`config.mk`:
```
export PLATFORM = sky130hd
export DESIGN_NAME = stim_seq_ctrl_flat
export DESIGN_NICKNAME = d
export VERILOG_FILES = /design/src/rtl/stim_seq_ctrl_if.sv /design/src/rtl/stim_seq_ctrl.sv /design/src/flat_wrapper.sv
export SDC_FILE = /design/constraint.sdc
export NUM_CORES = 1
export LEC_CHECK = 0
export ABC_AREA = 1
export BUFFER_PORTS_ARGS = -buffer_cell sky130_fd_sc_hd__buf_2
export CAP_MARGIN = 25
export CORE_MARGIN = 4
export CORE_UTILIZATION = 40
export CTS_CLUSTER_DIAMETER = 150
export DETAILED_ROUTE_END_ITERATION = 10
export PLACE_DENSITY_LB_ADDON = 0.2
export RECOVER_POWER = 100
export SLEW_MARGIN = 5
export SYNTH_ARGS = -nofsm -noshare
export SYNTH_HDL_FRONTEND = slang
export SYNTH_SLANG_ARGS = --single-unit
```
`constraint.sdc`:
```
create_clock -name clk -period 1.8 [get_ports clk]
set_input_delay 0.18 -clock clk [delete_from_list [all_inputs] [get_ports clk]]
set_output_delay 0.18 -clock clk [all_outputs]
set_load 0.02 [all_outputs]
```
`src/rtl/stim_seq_ctrl_if.sv`:
```
// Handshake bundle between a stimulus consumer and the stim_seq_ctrl sequencer.
// Latency: none, this is wiring only.
// Backpressure: none; pause is the only throttle and it is level-sensitive.
//
// Signals:
//   start     - begin a sequence (sampled by the sequencer only while idle)
//   pause     - freeze the pattern hold counter while patterns are driven
//   dut_rst_n - active-low reset toward the device under test
//   pattern   - current stimulus value (WIDTH bits)
//   pat_valid - pattern is being driven
//   busy      - a sequence is in progress
//   done      - one-cycle completion pulse
// master: the side that requests sequences; slave: the sequencer itself.
interface stim_seq_ctrl_if #(
    parameter int WIDTH = 2
);
    logic             start;
    logic             pause;
    logic             dut_rst_n;
    logic [WIDTH-1:0] pattern;
    logic             pat_valid;
    logic             busy;
    logic             done;

    modport master (
        output start,
        output pause,
        input  dut_rst_n,
        input  pattern,
        input  pat_valid,
        input  busy,
        input  done
    );

    modport slave (
        input  start,
        input  pause,
        output dut_rst_n,
        output pattern,
        output pat_valid,
        output busy,
        output done
    );
endinterface

```
`src/rtl/stim_seq_ctrl.sv`:
```
// Stimulus sequencer: DUT reset pulse, then walk pattern 0..LAST, then a done pulse.
// Latency: done is high RST_CYCLES + (LAST+1)*STEP_CYCLES cycles after start is sampled.
// Backpressure: pause freezes the pattern walk in DRIVE; start is ignored while busy.
//
// Ports:
//   clk            - single clock, rising edge
//   rst            - asynchronous active-high reset, returns everything to idle
//   bus (slave)    - start/pause in; dut_rst_n, pattern, pat_valid, busy, done out
// All outputs are registered; start and pause never reach an output combinationally.
//
// Optional build macro STIM_SEQ_CTRL_LOOP_EN: after each pass the sequencer
// restarts the pattern walk directly (no DUT reset), pulsing done once per
// pass and staying busy until rst. Without it, one pass runs per start.
module stim_seq_ctrl #(
    parameter int WIDTH       = 2,
    parameter int STEP_CYCLES = 10,
    parameter int RST_CYCLES  = 2,
    parameter int LAST        = (1 << WIDTH) - 1
) (
    input  logic            clk,
    input  logic            rst,
    stim_seq_ctrl_if.slave  bus
);

    localparam int CNT_MAX = (STEP_CYCLES > RST_CYCLES) ? STEP_CYCLES : RST_CYCLES;
    localparam int CNT_W   = (CNT_MAX > 1) ? $clog2(CNT_MAX) : 1;

    localparam logic [CNT_W-1:0] RST_END  = CNT_W'(RST_CYCLES - 1);
    localparam logic [CNT_W-1:0] STEP_END = CNT_W'(STEP_CYCLES - 1);
    localparam logic [WIDTH-1:0] PAT_LAST = WIDTH'(LAST);

    localparam logic [1:0] S_IDLE  = 2'd0;
    localparam logic [1:0] S_RESET = 2'd1;
    localparam logic [1:0] S_DRIVE = 2'd2;
    localparam logic [1:0] S_DONE  = 2'd3;

    logic [1:0]       state;
    logic [CNT_W-1:0] hold_cnt;
    logic             dut_rst_n;
    logic [WIDTH-1:0] pattern;
    logic             pat_valid;
    logic             busy;
    logic             done;

    // Outputs are updated in the same edge as the state transition that
    // implies them, so each output is a flop rather than a decode of state.
    always_ff @(posedge clk or posedge rst) begin
        if (rst) begin
            state     <= S_IDLE;
            hold_cnt  <= '0;
            dut_rst_n <= 1'b1;
            pattern   <= '0;
            pat_valid <= 1'b0;
            busy      <= 1'b0;
            done      <= 1'b0;
        end else begin
            done <= 1'b0;
            case (state)
                S_IDLE: begin
                    if (bus.start) begin
                        state     <= S_RESET;
                        hold_cnt  <= '0;
                        dut_rst_n <= 1'b0;
                        busy      <= 1'b1;
                        // Pattern has been holding LAST since the last pass.
                        pattern   <= '0;
                    end
                end

                S_RESET: begin
                    if (hold_cnt == RST_END) begin
                        state     <= S_DRIVE;
                        hold_cnt  <= '0;
                        dut_rst_n <= 1'b1;
                        pat_valid <= 1'b1;
                        pattern   <= '0;
                    end else begin
                        hold_cnt <= hold_cnt + CNT_W'(1);
                    end
                end

                S_DRIVE: begin
                    if (!bus.pause) begin
                        if (hold_cnt == STEP_END) begin
                            hold_cnt <= '0;
                            if (pattern == PAT_LAST) begin
                                state     <= S_DONE;
                                pat_valid <= 1'b0;
                                done      <= 1'b1;
                            end else begin
                                // Cannot wrap: LAST never exceeds the all-ones value.
                                pattern <= pattern + WIDTH'(1);
                            end
                        end else begin
                            hold_cnt <= hold_cnt + CNT_W'(1);
                        end
                    end
                end

                S_DONE: begin
`ifdef STIM_SEQ_CTRL_LOOP_EN
                    state     <= S_DRIVE;
                    hold_cnt  <= '0;
                    pattern   <= '0;
                    pat_valid <= 1'b1;
`else
                    state <= S_IDLE;
                    busy  <= 1'b0;
`endif
                end

                default: begin
                    state     <= S_IDLE;
                    hold_cnt  <= '0;
                    dut_rst_n <= 1'b1;
                    pattern   <= '0;
                    pat_valid <= 1'b0;
                    busy      <= 1'b0;
                end
            endcase
        end
    end

    assign bus.dut_rst_n = dut_rst_n;
    assign bus.pattern   = pattern;
    assign bus.pat_valid = pat_valid;
    assign bus.busy      = busy;
    assign bus.done      = done;

endmodule

```
`src/flat_wrapper.sv`:
```
// flat-port wrapper written by rule: the top's interface ports become plain ports
module stim_seq_ctrl_flat 
#(
    parameter int WIDTH       = 2,
    parameter int STEP_CYCLES = 10,
    parameter int RST_CYCLES  = 2,
    parameter int LAST        = (1 << WIDTH) - 1
)
  (clk, rst, bus_start, bus_pause, bus_dut_rst_n, bus_pattern, bus_pat_valid, bus_busy, bus_done);
  stim_seq_ctrl_if #(.WIDTH(WIDTH)) bus_i ();
  input  logic clk;
  input  logic rst;
  input wire logic [$bits(bus_i.start)-1:0] bus_start;
  input wire logic [$bits(bus_i.pause)-1:0] bus_pause;
  output wire logic [$bits(bus_i.dut_rst_n)-1:0] bus_dut_rst_n;
  output wire logic [$bits(bus_i.pattern)-1:0] bus_pattern;
  output wire logic [$bits(bus_i.pat_valid)-1:0] bus_pat_valid;
  output wire logic [$bits(bus_i.busy)-1:0] bus_busy;
  output wire logic [$bits(bus_i.done)-1:0] bus_done;
  assign bus_i.start = bus_start;
  assign bus_i.pause = bus_pause;
  assign bus_dut_rst_n = bus_i.dut_rst_n;
  assign bus_pattern = bus_i.pattern;
  assign bus_pat_valid = bus_i.pat_valid;
  assign bus_busy = bus_i.busy;
  assign bus_done = bus_i.done;
  stim_seq_ctrl #(.WIDTH(WIDTH), .STEP_CYCLES(STEP_CYCLES), .RST_CYCLES(RST_CYCLES), .LAST(LAST)) u_core (.clk(clk), .rst(rst), .bus(bus_i));
endmodule
```
==> run summary <==
* 2820 sq um — Die ar.
* flip-flop — sort of element at the start of the critical path
* 10 — Boundary Pins
* 0 — max-slew violation total from the final report
* 0 — post-CTS resize count
* 16 — number of standard-cell rows in the floorplan
* 1 — H-tree Lvls
* 0.458 ns — Slew @ Worst Pin
* sky130_fd_sc_hd__nand2_1 — commonest non-fill, non-tap cell in the layout
* 0 ns — Total Neg Setup Slack
* 10.3 um — Routed wire per std cell
* sky130_fd_sc_hd__nand2_1 — Crit path top cell by count
* 12 — number of clock sinks
* 3 — TritonCTS buffer count
* flip-flop to flip-flop — worst setup path class
* sky130_fd_sc_hd__dfrtp_1 — cell type with the highest aggregate area in the netlist
* inv_1 > ha_1 > nand2_1 > nand4_1 > o21ai_1 > nand2_1 — cell-by-cell trace of the critical path
* 16 — detailed router's first-iteration violation count
* 813 sq um — post-synth design cell area
* 87.5% — final worst-path cycle share
* 0 — global route overflow
* 0.22 ns — minimum setup slack among reg-to-reg paths
* 6 — number of cells on the critical path
* 635 MHz — fmax
* 1.15 mm — estimated wirelength of the detail-placed design
* built — CTS tree
* 69.4% — remaining max-slew budget at the tightest pin
* 1.58 ns — post-layout minimum cycle time
* 53.1 um — Horiz. Die Dim
* 2.58 mm — global-route wire length before repair
* 6 — Worst Reg2Reg Path Length in Cells
* 1.96 ns — worst endpoint required time
* 41.9% — Initial Utilization
* 1 — count of buffer and inverter cells on the critical path
* 0 — initial antenna violation count
* 144 — post-route insts no fill
* flip-flop — kind of end point of the critical path
* 1940 sq um — core box area
* false — setup repair after global routing missed its margin
* 7.82 sq um — average size of a mapped cell
* 0.07 ns — CTS clock-pin slew for the worst setup and hold paths
* 0.339 ns — pre-CTS worst setup slack
* 642 — via count
* 1640 nW/um^2 — power density cells
* u_core.state[0] — worst reg2reg path startpoint
* 13.0% — global-route usage over all layers
* u_core.bus.pattern[0] — worst reg2reg path endpoint
* 0 — Post-DRT Antenna Nets
* 12 — flop and latch count out of synthesis
* 0.224 ns — PnR worst setup slack
* 0.28 ns — clock latency on the worst-skew pair
* 116 — total nets after synthesis
* u_core.bus.pattern[0] — endpoint of the worst setup timing path
* 0 — Hold Vio Cnt, Final
* 33.8% — post-synth top area share
* sky130_fd_sc_hd__clkbuf_4 — clock root buffer
* 0 — residual DRC count
* 13 — pin count of the biggest net entering global routing
* 0 — count of warnings emitted by yosys
* 1.48 mm — total wirelength of the detailed-routed design
* 53.1 um — height of the chip
* 0.0122 ns — maximum clock skew at final layout
* 2 — maximum root-to-sink buffer count
* 0.820 — routability-driven placement congestion ratio
* 104 — cell count after synthesis
* 609 — number of global-route vias before repair
* u_core.state[0] — origin of the worst setup path
* 46.2% — final core utilization
* input pin to flip-flop — Hold Crit Class
* 5 — Pre-antenna DRT Iters
* 37.1% — post-synthesis sequential area ratio
* 16.2% — ratio of cells with drive above 1 in the final layout
* 0.642 mV — VDD IR max
* 9 — input/output buffers
* 0 — number of diodes
* 0.489 nW — static leakage
* 0.40 ns — Crit path largest cell delay
* 0 — final setup violation count
* finished, final reports clean — status
* 21 — number of different library cells in the post-synthesis netlist
* 0 — Post-CTS Setup Bufs
* 1.74 ns — arrival time at the worst endpoint
* sky130_fd_sc_hd__dfrtp_1 — Max stage delay cell, worst path
* 139 — number of instances in the placed design
* 0 — max-cap check violation count
* 8 — Crit Path Max Fanout
* sky130_fd_sc_hd__dfrtp_1 (34%), sky130_fd_sc_hd__nand2_1 (15%), sky130_fd_sc_hd__ha_1 (12%) — most area-consuming cells after synthesis
* 10.3% — Layout Area Growth over Synthesis
* 130 — layout net count
* sky130_fd_sc_hd__nand2_1 (33), sky130_fd_sc_hd__inv_1 (17), sky130_fd_sc_hd__dfrtp_1 (11), sky130_fd_sc_hd__ha_1 (8), sky130_fd_sc_hd__clkbuf_1 (7) — commonest cells after routing, fill and taps aside
* 4.46 — Vias per Instance
* simple AND/OR/NAND/NOR gates — Crit path max-delay family
synthesized netlist by cell type (all sizes together):
cell type	instances
dfstp	1
or2	1
buf	1
o21ai	2
nand4	3
nand3	6
nand3b	2
nor2	8
ha	8
o22ai	1
inv	17
dfrtp	11
a21oi	4
nand2	39
metal layers:
layer / up-vias / GRT usage, % / routed length, um
li1: 347 / - / -
met1: 280 / 16.3 / 764
met2: 11 / 19.6 / 629
met3: 4 / 3.66 / 67
met4: 0 / 7.66 / 22
met5: - / 0 / 0
repair_timing:
item	CTS	global route
endpoints found under the setup margin	0	0
hold buffers	1	0
hold endpoints to repair	11	0
registers in the layout, indices dropped and copies added, names as in the netlist:
| signal | flops |
|---|---|
| u_core.bus.busy | 1 |
| u_core.bus.done | 1 |
| u_core.bus.dut_rst_n | 1 |
| u_core.bus.pat_valid | 1 |
| u_core.bus.pattern | 2 |
| u_core.hold_cnt | 4 |
| u_core.state | 2 |
worst reg2reg max path, cell delays in order (launching register included):
cell and delay [ns]:
sky130_fd_sc_hd__dfrtp_1 0.40, sky130_fd_sc_hd__inv_1 0.09, sky130_fd_sc_hd__ha_1 0.31, sky130_fd_sc_hd__nand2_1 0.17, sky130_fd_sc_hd__nand4_1 0.24, sky130_fd_sc_hd__o21ai_1 0.20
sky130_fd_sc_hd__nand2_1 0.06
stage by stage:
| stage | cell area [sq um] | power [mW] | hold slack [ns] |
|---|---|---|---|
| 2_1_floorplan | 813 | 1.16 | 0.0440 |
| 3_3_place_gp | 881 | 1.33 | 0.225 |
| 3_5_place_dp | 881 | 1.34 | 0.224 |
| 4_1_cts | 917 | 1.53 | 0.216 |
| 5_1_grt | 897 | 1.62 | 0.233 |
| 6_report | 897 | 1.47 | 0.207 |
worst min path at each step:
| stage | startpoint | endpoint | slack (ns) | cells after the start |
|---|---|---|---|---|
| 2_1_floorplan | rst | u_core.bus.busy | 0.04 | 1 |
| 6_report | bus_pause | u_core.bus.done | 0.21 | 4 |
| 3_5_place_dp | rst | u_core.bus.done | 0.22 | 2 |
| 3_3_place_gp | rst | u_core.bus.done | 0.22 | 2 |
| 5_1_grt | bus_pause | u_core.bus.done | 0.23 | 4 |
| 4_1_cts | bus_pause | u_core.bus.done | 0.22 | 4 |
cell type report:
class / count / area [sq um]
fill: 210 / 1040
multi-input combinational: 74 / 424
sequential: 12 / 302
inverter: 17 / 63.8
timing repair buffer: 10 / 47.5
tap: 27 / 33.8
clock buffer: 4 / 26.3
power by group:
| part | leakage, nW | internal (mW) | total [mW] | switching, mW |
|---|---|---|---|---|
| logic | 0.320 | 0.287 | 0.847 | 0.560 |
| registers | 0.154 | 0.370 | 0.446 | 0.0752 |
| clock network | 0.0150 | 0.0860 | 0.181 | 0.0954 |
| total | 0.489 | 0.743 | 1.47 | 0.730 |
cells by family after synthesis:
kind of cell / after synthesis / share of synthesized area [%]
flops: 12 / 37.1
compound gates: 7 / 5.39
fa+ha+maj: 8 / 12.3
simple gates: 59 / 36.0
buf+inv: 18 / 9.23
Note: power is estimated with default switching activity, not from simulation.
